--- src/rtl/display_scan_driver_pkg.sv ---
// Shared constants for the multiplexed display driver: active-low hex segment
// patterns, the all-off pattern and a constant-safe clog2.
package display_scan_driver_pkg;

    localparam logic [7:0] SEG_BLANK = 8'hFF;

    // Active-low {g,f,e,d,c,b,a}; entry k is the glyph for hex digit k.
    localparam logic [15:0][6:0] SEG_HEX = {
        7'h0E, 7'h06, 7'h21, 7'h46, 7'h03, 7'h08, 7'h10, 7'h00,
        7'h78, 7'h02, 7'h12, 7'h19, 7'h30, 7'h24, 7'h79, 7'h40
    };

    function automatic int clog2(input int value);
        int r;
        r = 0;
        for (int k = 0; k < 32; k++) begin
            if ((64'(1) << r) < 64'(value)) r = r + 1;
        end
        return (r < 1) ? 1 : r;
    endfunction

endpackage

--- src/rtl/display_scan_driver_seven_seg_hex.sv ---
// Hex nybble to active-low 7-segment glyph; purely combinational, zero latency,
// no flow control.
module seven_seg_hex
    import display_scan_driver_pkg::*;
(
    input  logic [3:0] nyb,
    output logic [6:0] seg
);

    assign seg = SEG_HEX[nyb];

endmodule

--- src/rtl/display_scan_driver.sv ---
// Time-multiplexed common-anode scan with frame snapshot, dead time and PWM brightness.
// Outputs registered one cycle after the scan state; enable=0 blanks and freezes (no backpressure).
module display_scan_driver
    import display_scan_driver_pkg::*;
#(
    parameter int NUM_DIGITS  = 4,
    parameter int REFRESH_DIV = 125000,
    parameter int DEAD_CYCLES = 8
) (
    input  logic                    clk,
    input  logic                    rst,
    input  logic                    enable,
    input  logic [NUM_DIGITS*4-1:0] number,
    input  logic [NUM_DIGITS-1:0]   dp,
    input  logic                    blank_lz,
    input  logic [3:0]              brightness,
    output logic [NUM_DIGITS-1:0]   io_sel,
    output logic [7:0]              io_seg,
    output logic                    frame_tick
);

    localparam int PW = clog2(REFRESH_DIV);
    localparam int IW = clog2(NUM_DIGITS);
    localparam int OW = PW + 5;

    localparam logic [PW-1:0] PRESC_LAST = PW'(REFRESH_DIV - 1);
    localparam logic [IW-1:0] IDX_LAST   = IW'(NUM_DIGITS - 1);
    localparam logic [OW-1:0] DEAD_W     = OW'(DEAD_CYCLES);
    localparam logic [OW-1:0] SPAN_W     = OW'(REFRESH_DIV - DEAD_CYCLES);

    logic [PW-1:0]           presc;
    logic [IW-1:0]           idx;
    logic [3:0]              bright_q;
    logic [NUM_DIGITS*4-1:0] snap_num;
    logic [NUM_DIGITS-1:0]   snap_dp;
    logic                    snap_lz;

    logic                    slot_tick;
    logic                    frame_wrap;
    logic [3:0]              nyb;
    logic                    dp_bit;
    logic                    upper_nz;
    logic                    blank_digit;
    logic [6:0]              hex_seg;
    logic [OW-1:0]           presc_w;
    logic [OW-1:0]           on_len;
    logic                    lit;
    logic [NUM_DIGITS-1:0]   sel_on;
    logic [7:0]              seg_on;

    assign slot_tick  = (presc == PRESC_LAST);
    assign frame_wrap = slot_tick && (idx == IDX_LAST);

    // Digit mux plus "any non-zero nybble at or above this position" for zero blanking.
    always_comb begin
        nyb      = 4'h0;
        dp_bit   = 1'b0;
        upper_nz = 1'b0;
        for (int j = 0; j < NUM_DIGITS; j++) begin
            if (idx == IW'(j)) begin
                nyb    = snap_num[4*j +: 4];
                dp_bit = snap_dp[j];
            end
            if ((IW'(j) >= idx) && (snap_num[4*j +: 4] != 4'h0)) upper_nz = 1'b1;
        end
    end

    assign blank_digit = snap_lz && (idx != '0) && !upper_nz;

    seven_seg_hex u_hex (
        .nyb (nyb),
        .seg (hex_seg)
    );

    // On-window length scales the usable (post-dead-time) slot in 16ths.
    assign presc_w = OW'(presc);
    assign on_len  = (SPAN_W * (OW'(bright_q) + OW'(1))) >> 4;
    assign lit     = (presc_w >= DEAD_W) && (presc_w < (DEAD_W + on_len));

    assign sel_on = ~(NUM_DIGITS'(1) << idx);
    assign seg_on = {~dp_bit, blank_digit ? 7'h7F : hex_seg};

    always_ff @(posedge clk or negedge rst) begin
        if (!rst) begin
            presc      <= '0;
            idx        <= '0;
            bright_q   <= '0;
            snap_num   <= '0;
            snap_dp    <= '0;
            snap_lz    <= 1'b0;
            frame_tick <= 1'b0;
        end else begin
            frame_tick <= enable && frame_wrap;
            if (enable) begin
                presc <= slot_tick ? '0 : presc + 1'b1;
                if (slot_tick) begin
                    idx      <= frame_wrap ? '0 : idx + 1'b1;
                    bright_q <= brightness;
                    if (frame_wrap) begin
                        snap_num <= number;
                        snap_dp  <= dp;
                        snap_lz  <= blank_lz;
                    end
                end
            end
        end
    end

    always_ff @(posedge clk or negedge rst) begin
        if (!rst) begin
            io_sel <= '1;
            io_seg <= SEG_BLANK;
        end else if (enable && lit) begin
            io_sel <= sel_on;
            io_seg <= seg_on;
        end else begin
            io_sel <= '1;
            io_seg <= SEG_BLANK;
        end
    end

endmodule

--- config.mk ---
export PLATFORM = sky130hd
export DESIGN_NAME = display_scan_driver
export DESIGN_NICKNAME = d
export VERILOG_FILES = /design/src/rtl/display_scan_driver_pkg.sv /design/src/rtl/display_scan_driver_seven_seg_hex.sv /design/src/rtl/display_scan_driver.sv
export SDC_FILE = /design/constraint.sdc
export NUM_CORES = 1
export LEC_CHECK = 0
export CORE_MARGIN = 2
export CORE_UTILIZATION = 55
export DETAILED_ROUTE_END_ITERATION = 8
export PLACE_DENSITY = 0.89
export SYNTH_ARGS = -nofsm -noshare
export SYNTH_HDL_FRONTEND = slang
export SYNTH_HIERARCHICAL = 1
export SYNTH_SLANG_ARGS = --single-unit
--- constraint.sdc ---
create_clock -name clk -period 5.85 [get_ports clk]
set_clock_uncertainty 0.1 [all_clocks]
set_input_delay 0.8775 -clock clk [delete_from_list [all_inputs] [get_ports clk]]
set_output_delay 0.8775 -clock clk [all_outputs]
set_load 0.05 [all_outputs]
==> results of run 1 <==
layout make-up:
class	instances	area [um2]
Multi-Input combinational cell	322	2580
Inverter	31	116
Timing Repair Buffer	46	440
Tap cell	99	124
Sequential cell	57	1440
Clock inverter	5	55.1
Clock buffer	11	141
Fill cell	535	2440
layer usage:
layer  up-vias  share of wire, %  track usage [%]
met2       126                48             36.4
met3        25               5.6             4.65
met1      1595                44             30.2
met5         -                 0                0
met4         0               2.3             9.09
li1       1589                 -                -
layout by cell type, fill, tap and decap left out, types with 10 or more instances in the layout:
cell type and n:
clkdlybuf4s50_1 39, dfrtp_1 45, a21oi_1 17, mux2_4 20, ha_1 49, nor2_1 34
xnor2_1 22, dfstp_2 12, nand2_1 30, inv_1 31, o21ai_0 20, clkbuf_8 10
nand3_1 18, nand4_1 10
sequential cells by signal, summed over array words and instances (netlist names):
register    flops
bright_q        4
snap_lz         1
io_seg          8
snap_num       16
idx             2
presc          17
frame_tick      1
io_sel          4
snap_dp         4
power breakdown:
| part | internal [mW] | switching (mW) |
|---|---|---|
| registers | 0.447 | 0.0438 |
| clock network | 0.207 | 0.162 |
| logic | 0.100 | 0.148 |
| total | 0.754 | 0.354 |
logic make-up (layout without fill, tap and decap cells):
kind of cell,after synthesis,in the layout
muxes,27,27
and+or+nand+nor,137,137
buffers and inverters,44,93
adders and majority gates,56,56
DFF,57,57
AOI/OAI and AO/OA,74,74
xor gates and xnor gates,28,28
what timing repair did:
| item | CTS | global route |
|---|---|---|
| buffers inserted | 0 | 1 |
| resized for setup | 0 | 3 |
| setup endpoints to repair | 0 | 12 |
worst max-delay path, stage by stage (launching register included):
cell and delay (ns):
dfrtp_1 0.41, ha_1 0.24, xor2_2 0.29, ha_1 0.31
fa_1 0.54, inv_1 0.05, fa_1 0.52, inv_1 0.04
ha_1 0.36, nand2b_1 0.12, a21oi_1 0.18, xor2_1 0.31
nand4_1 0.24, xnor2_1 0.19, ha_1 0.31, o21a_1 0.19
a221oi_1 0.37, a211oi_1 0.16, o31ai_2 0.24, nand4_1 0.20
metrics by stage:
stage                     utilization (%)  power [mW]  instances
after CTS                            66.5        1.11        570
after floorplan                         -       0.651        423
after global routing                 66.8        1.16        571
after detailed placement             63.9       0.744        554
after global placement               63.9       0.730        554
final                                66.8        1.11        571
final timing paths:
| path | start | to |
|---|---|---|
| setup / recovery | bright_q[1] | io_seg[7] |
| hold / removal | snap_num[0] | snap_num[0] |
| setup reg to reg | bright_q[1] | io_seg[7] |
| hold reg to reg | snap_num[0] | snap_num[0] |
| max in group asynchronous | rst | presc[6] |
| min in group asynchronous | rst | snap_num[14] |
==> impl_metrics.toml, run 1 <==
[routing]
firstDrtPassIters = 5
drc = 0
drt-initial-drc-count = 192
viasPerCell = 5.84
drt_wl_total_um = 8950
wl_per_cell_um = 15.7
ant_nets = 0
vias = 3335

[yosys]
yosys.area.top_type_share_pct = 26.8
synthCells = 423
ys_ff_latch = 57
synthAdderAreaFrac_pct = 17.9
ys_types = 56
synth_compound_area_share_pct = 11.4
yosysTopAreaCell = "dfrtp_1"
muxShareOfSynthArea_pct = 8.97
avgSynthCellArea_um2 = 9.93
synth.yosys.seq_area_share_pct = 34.3
synth_edf_count = 0
synth.most_common_cell = "ha_1"
synth_fp_nets = 507
ys.warnings.count = 6
synth-xor-area-share_pct = 6.02
synth_area_leaders = "dfrtp_1, ha_1, dfstp_2, mux2_4, xnor2_1"
yosys.area_share.simple_pct = 16.8
ys.flop_type = "dfrtp_1"
synth_top_family_by_area = "adder cells"
synthArstFlopShare_pct = 100
ys_top_cells_by_count = "ha_1, dfrtp_1, nor2_1"
synthesis.area_um2 = 4200

[die]
fp.dieW_um = 91.4
die_h_um = 91.4
initial_core_util_pct = 57.3
die_area_um2 = 8350
core_um2 = 7330
row_count = 31
io_pins = 41

[sta]
hold_slack_ns = 0.418
tightest_slew_ns = 1.20
finalHoldViolations = 0
slew_headroom_pct = 19.0
drv_slew = 0
rsz0062_at_grt = "no"
clock.fmax_mhz = 183
setup_ws_ns = 0.382
period_needed_ns = 5.47
period_share_pct = 93.5
setup_tns_ns = 0
setup-violations-final = 0

[finish]
num-nets-final = 551
final_area_um2 = 4890
syn2layout_area_growth_pct = 16.6
layout-drive-gt1-share_pct = 14.6
n_antenna_cell = 0

[hold_path]
hold_path_class = "flop to flop"
hold_depth = 1

[clocking]
clkTransAtPathRegs_ns = 0.07
root_buffer = "clkbuf_8"
clk_latency_ns = 0.35
htreeDepth = 3
cts_made_buffers = 9
cts_tree = "built"
ctsHoldBuffers = 0
cts.path.max_buffers = 2
clock-sinks = 57

[global_route]
antenna_found_initial = 0
grt_usage_pct = 22.7
grt_overflow_total = 0
grt_pass1_vias = 3181
grt_max_degree = 58
grt_first_pass_wirelength_um = 15100

[setup_path]
path_class = "flop to flop"
reg2reg_depth = 19
endpoint_kind = "flop"
cp.required_ns = 5.98
path_max_fanout = 12
r2r_slack_ns = 0.38
arrival_ns = 5.60
startpoint_type = "flop"

[placement]
gp_congestion = 0.884
place_ws_ns = 0.165
portBuffers = 40
dpl.hpwl_um = 6600
placed_cell_area_um2 = 4680

[flow_run]
drv_cap = 0

[power]
power_per_cell_area_nw_per_um2 = 226
vdd_drop_max_uv = 208
power.leakage_nw = 2.28

[outcome]
status = "completed"
Power figures use the tool's default switching activity.
==> run 2: changes to the inputs <==
--- a/config.mk
+++ b/config.mk
@@ -5,10 +5,13 @@
 export SDC_FILE = /design/constraint.sdc
 export NUM_CORES = 1
 export LEC_CHECK = 0
+export CELL_PAD_IN_SITES_DETAIL_PLACEMENT = 0
+export CELL_PAD_IN_SITES_GLOBAL_PLACEMENT = 1
 export CORE_MARGIN = 2
-export CORE_UTILIZATION = 55
+export CORE_UTILIZATION = 45
+export CTS_CLUSTER_DIAMETER = 60
 export DETAILED_ROUTE_END_ITERATION = 8
-export PLACE_DENSITY = 0.89
+export PLACE_DENSITY = 0.92
 export SYNTH_ARGS = -nofsm -noshare
 export SYNTH_HDL_FRONTEND = slang
 export SYNTH_HIERARCHICAL = 1
==> run 2 against run 1 <==
First-iteration DRC count is 43% lower. Clock power is 2% lower. Worst hold slack better by 0.0061 ns. Count of clock-buffer cells in the layout stayed put. Via count is 4.3% lower. Sequential power hardly changed. Largest power group unchanged. Cell area is 1.1% higher. Worst setup slack worse by 0.016 ns.
==> impl_metrics.toml, run 2 (synthesis gave the netlist of run 1 again) <==
[sta]
tightest_slew_ns = 1.25
slew_headroom_pct = 16.0
clock.fmax_mhz = 182
period_needed_ns = 5.48
period_share_pct = 93.8
setup-violations-final = 0
setup_ws_ns = 0.365
drv_slew = 0
finalHoldViolations = 0

[hold_path]
hold_path_class = "flop to flop"

[routing]
viasPerCell = 5.47
drt_wl_total_um = 8710
ant_nets = 0
firstDrtPassIters = 4
vias = 3190
drt-initial-drc-count = 109
wl_per_cell_um = 14.9
drc = 0

[global_route]
grt_max_degree = 58
grt_overflow_total = 0
antenna_found_initial = 0
grt_pass1_vias = 3162
grt_usage_pct = 18.1
grt_first_pass_wirelength_um = 14700

[clocking]
ctsHoldBuffers = 0
cts_tree = "built"
cts.path.max_buffers = 2
clk_latency_ns = 0.34
clock-sinks = 57
root_buffer = "clkbuf_8"
htreeDepth = 3
clkTransAtPathRegs_ns = 0.06
cts_made_buffers = 9

[setup_path]
reg2reg_to = "io_seg[7]"
r2r_slack_ns = 0.37
path_max_fanout = 12
reg2reg_depth = 19
cp.required_ns = 6.02
startpoint_type = "flop"
arrival_ns = 5.65
endpoint_kind = "flop"
reg2reg_from = "bright_q[0]"
cp-endpoint = "io_seg[7]"
startpoint = "bright_q[0]"
path_class = "flop to flop"

[power]
finalPower_mw = 1.09
power.leakage_nw = 2.28
vdd_drop_max_uv = 145
power_per_cell_area_nw_per_um2 = 221

[finish]
layout-drive-gt1-share_pct = 15.7
multi_input_area_um2 = 2620
fillers = 812
final_area_um2 = 4950
layout_commonest_cell = "ha_1"
largest_register = "presc"
final_cell_mix = "ha_1, dfrtp_1, clkdlybuf4s50_1, nor2_1, inv_1"
largestRegisters = "presc (17), snap_num (16), io_seg (8)"
n_antenna_cell = 0
syn2layout_area_growth_pct = 17.8
post-route-util_pct = 54.1
num-nets-final = 551
area.sequential_um2 = 1440
largest_register_ffs = 17

[die]
die_h_um = 101
row_count = 35
die_area_um2 = 10100
io_pins = 41
initial_core_util_pct = 45.9
core_um2 = 9150
fp.dieW_um = 101

[placement]
portBuffers = 40
placed_cell_area_um2 = 4680
place_ws_ns = 0.0392
gp_congestion = 0.851
dpl.hpwl_um = 6500

[outcome]
status = "completed"

[flow_run]
drv_cap = 0
[run 2: worst max-delay path, stage by stage, from the launching register on]
cell       delay, ns
dfrtp_2         0.47
ha_1            0.32
xor2_4          0.26
inv_1           0.12
fa_1            0.49
fa_1            0.55
inv_1           0.04
ha_1            0.28
ha_1            0.36
o21ai_0         0.12
a2111oi_0       0.47
a211oi_2        0.15
xnor2_1         0.17
ha_1            0.32
nand4_1         0.10
nor2_1          0.16
o311ai_0        0.25
a211oi_2        0.34
o31ai_4         0.20
nand4_1         0.14
[run 2: report_power, final]
group	switching (mW)	internal (mW)	leakage, nW	total (mW)
Combinational	0.146	0.100	1.46	0.246
Sequential	0.0408	0.447	0.727	0.488
Clock	0.164	0.196	0.0933	0.360
[run 2: layout make-up]
| cell class | count | share of cell area, % |
|---|---|---|
| Clock buffer | 11 | 2.65 |
| Clock inverter | 5 | 1.14 |
| Inverter | 31 | 2.35 |
| Multi-Input combinational cell | 322 | 53.0 |
| Sequential cell | 57 | 29.2 |
| Tap cell | 111 | 2.81 |
| Timing Repair Buffer | 46 | 8.90 |
[run 2: metrics by stage]
step	TNS, ns	hold slack (ns)	instances
2_1_floorplan	0	0.380	423
3_3_place_gp	0	0.395	564
3_5_place_dp	0	0.407	564
4_1_cts	0	0.424	580
5_1_grt	-0.0992	0.442	583
6_report	0	0.424	583
[run 2: per-layer routing]
layer	part of all wire, %	vias up	track usage, %
li1	-	1584	-
met1	48	1546	25.1
met2	48	50	29.4
met3	2.8	10	3.05
met4	1.2	0	4.85
met5	0	-	0
[run 2: worst min-delay path by stage]
stage	from	cells past startpoint	endpoint
4_1_cts	snap_dp[2]	1	snap_dp[2]
3_3_place_gp	snap_dp[0]	1	snap_dp[0]
3_5_place_dp	snap_dp[3]	1	snap_dp[3]
6_report	snap_num[1]	1	snap_num[1]
2_1_floorplan	snap_dp[0]	1	snap_dp[0]
5_1_grt	snap_dp[0]	1	snap_dp[0]
[run 2: what timing repair did]
item,in CTS,in global routing
resized for setup,0,12
endpoints found under the setup margin,0,12
buffers inserted,0,3
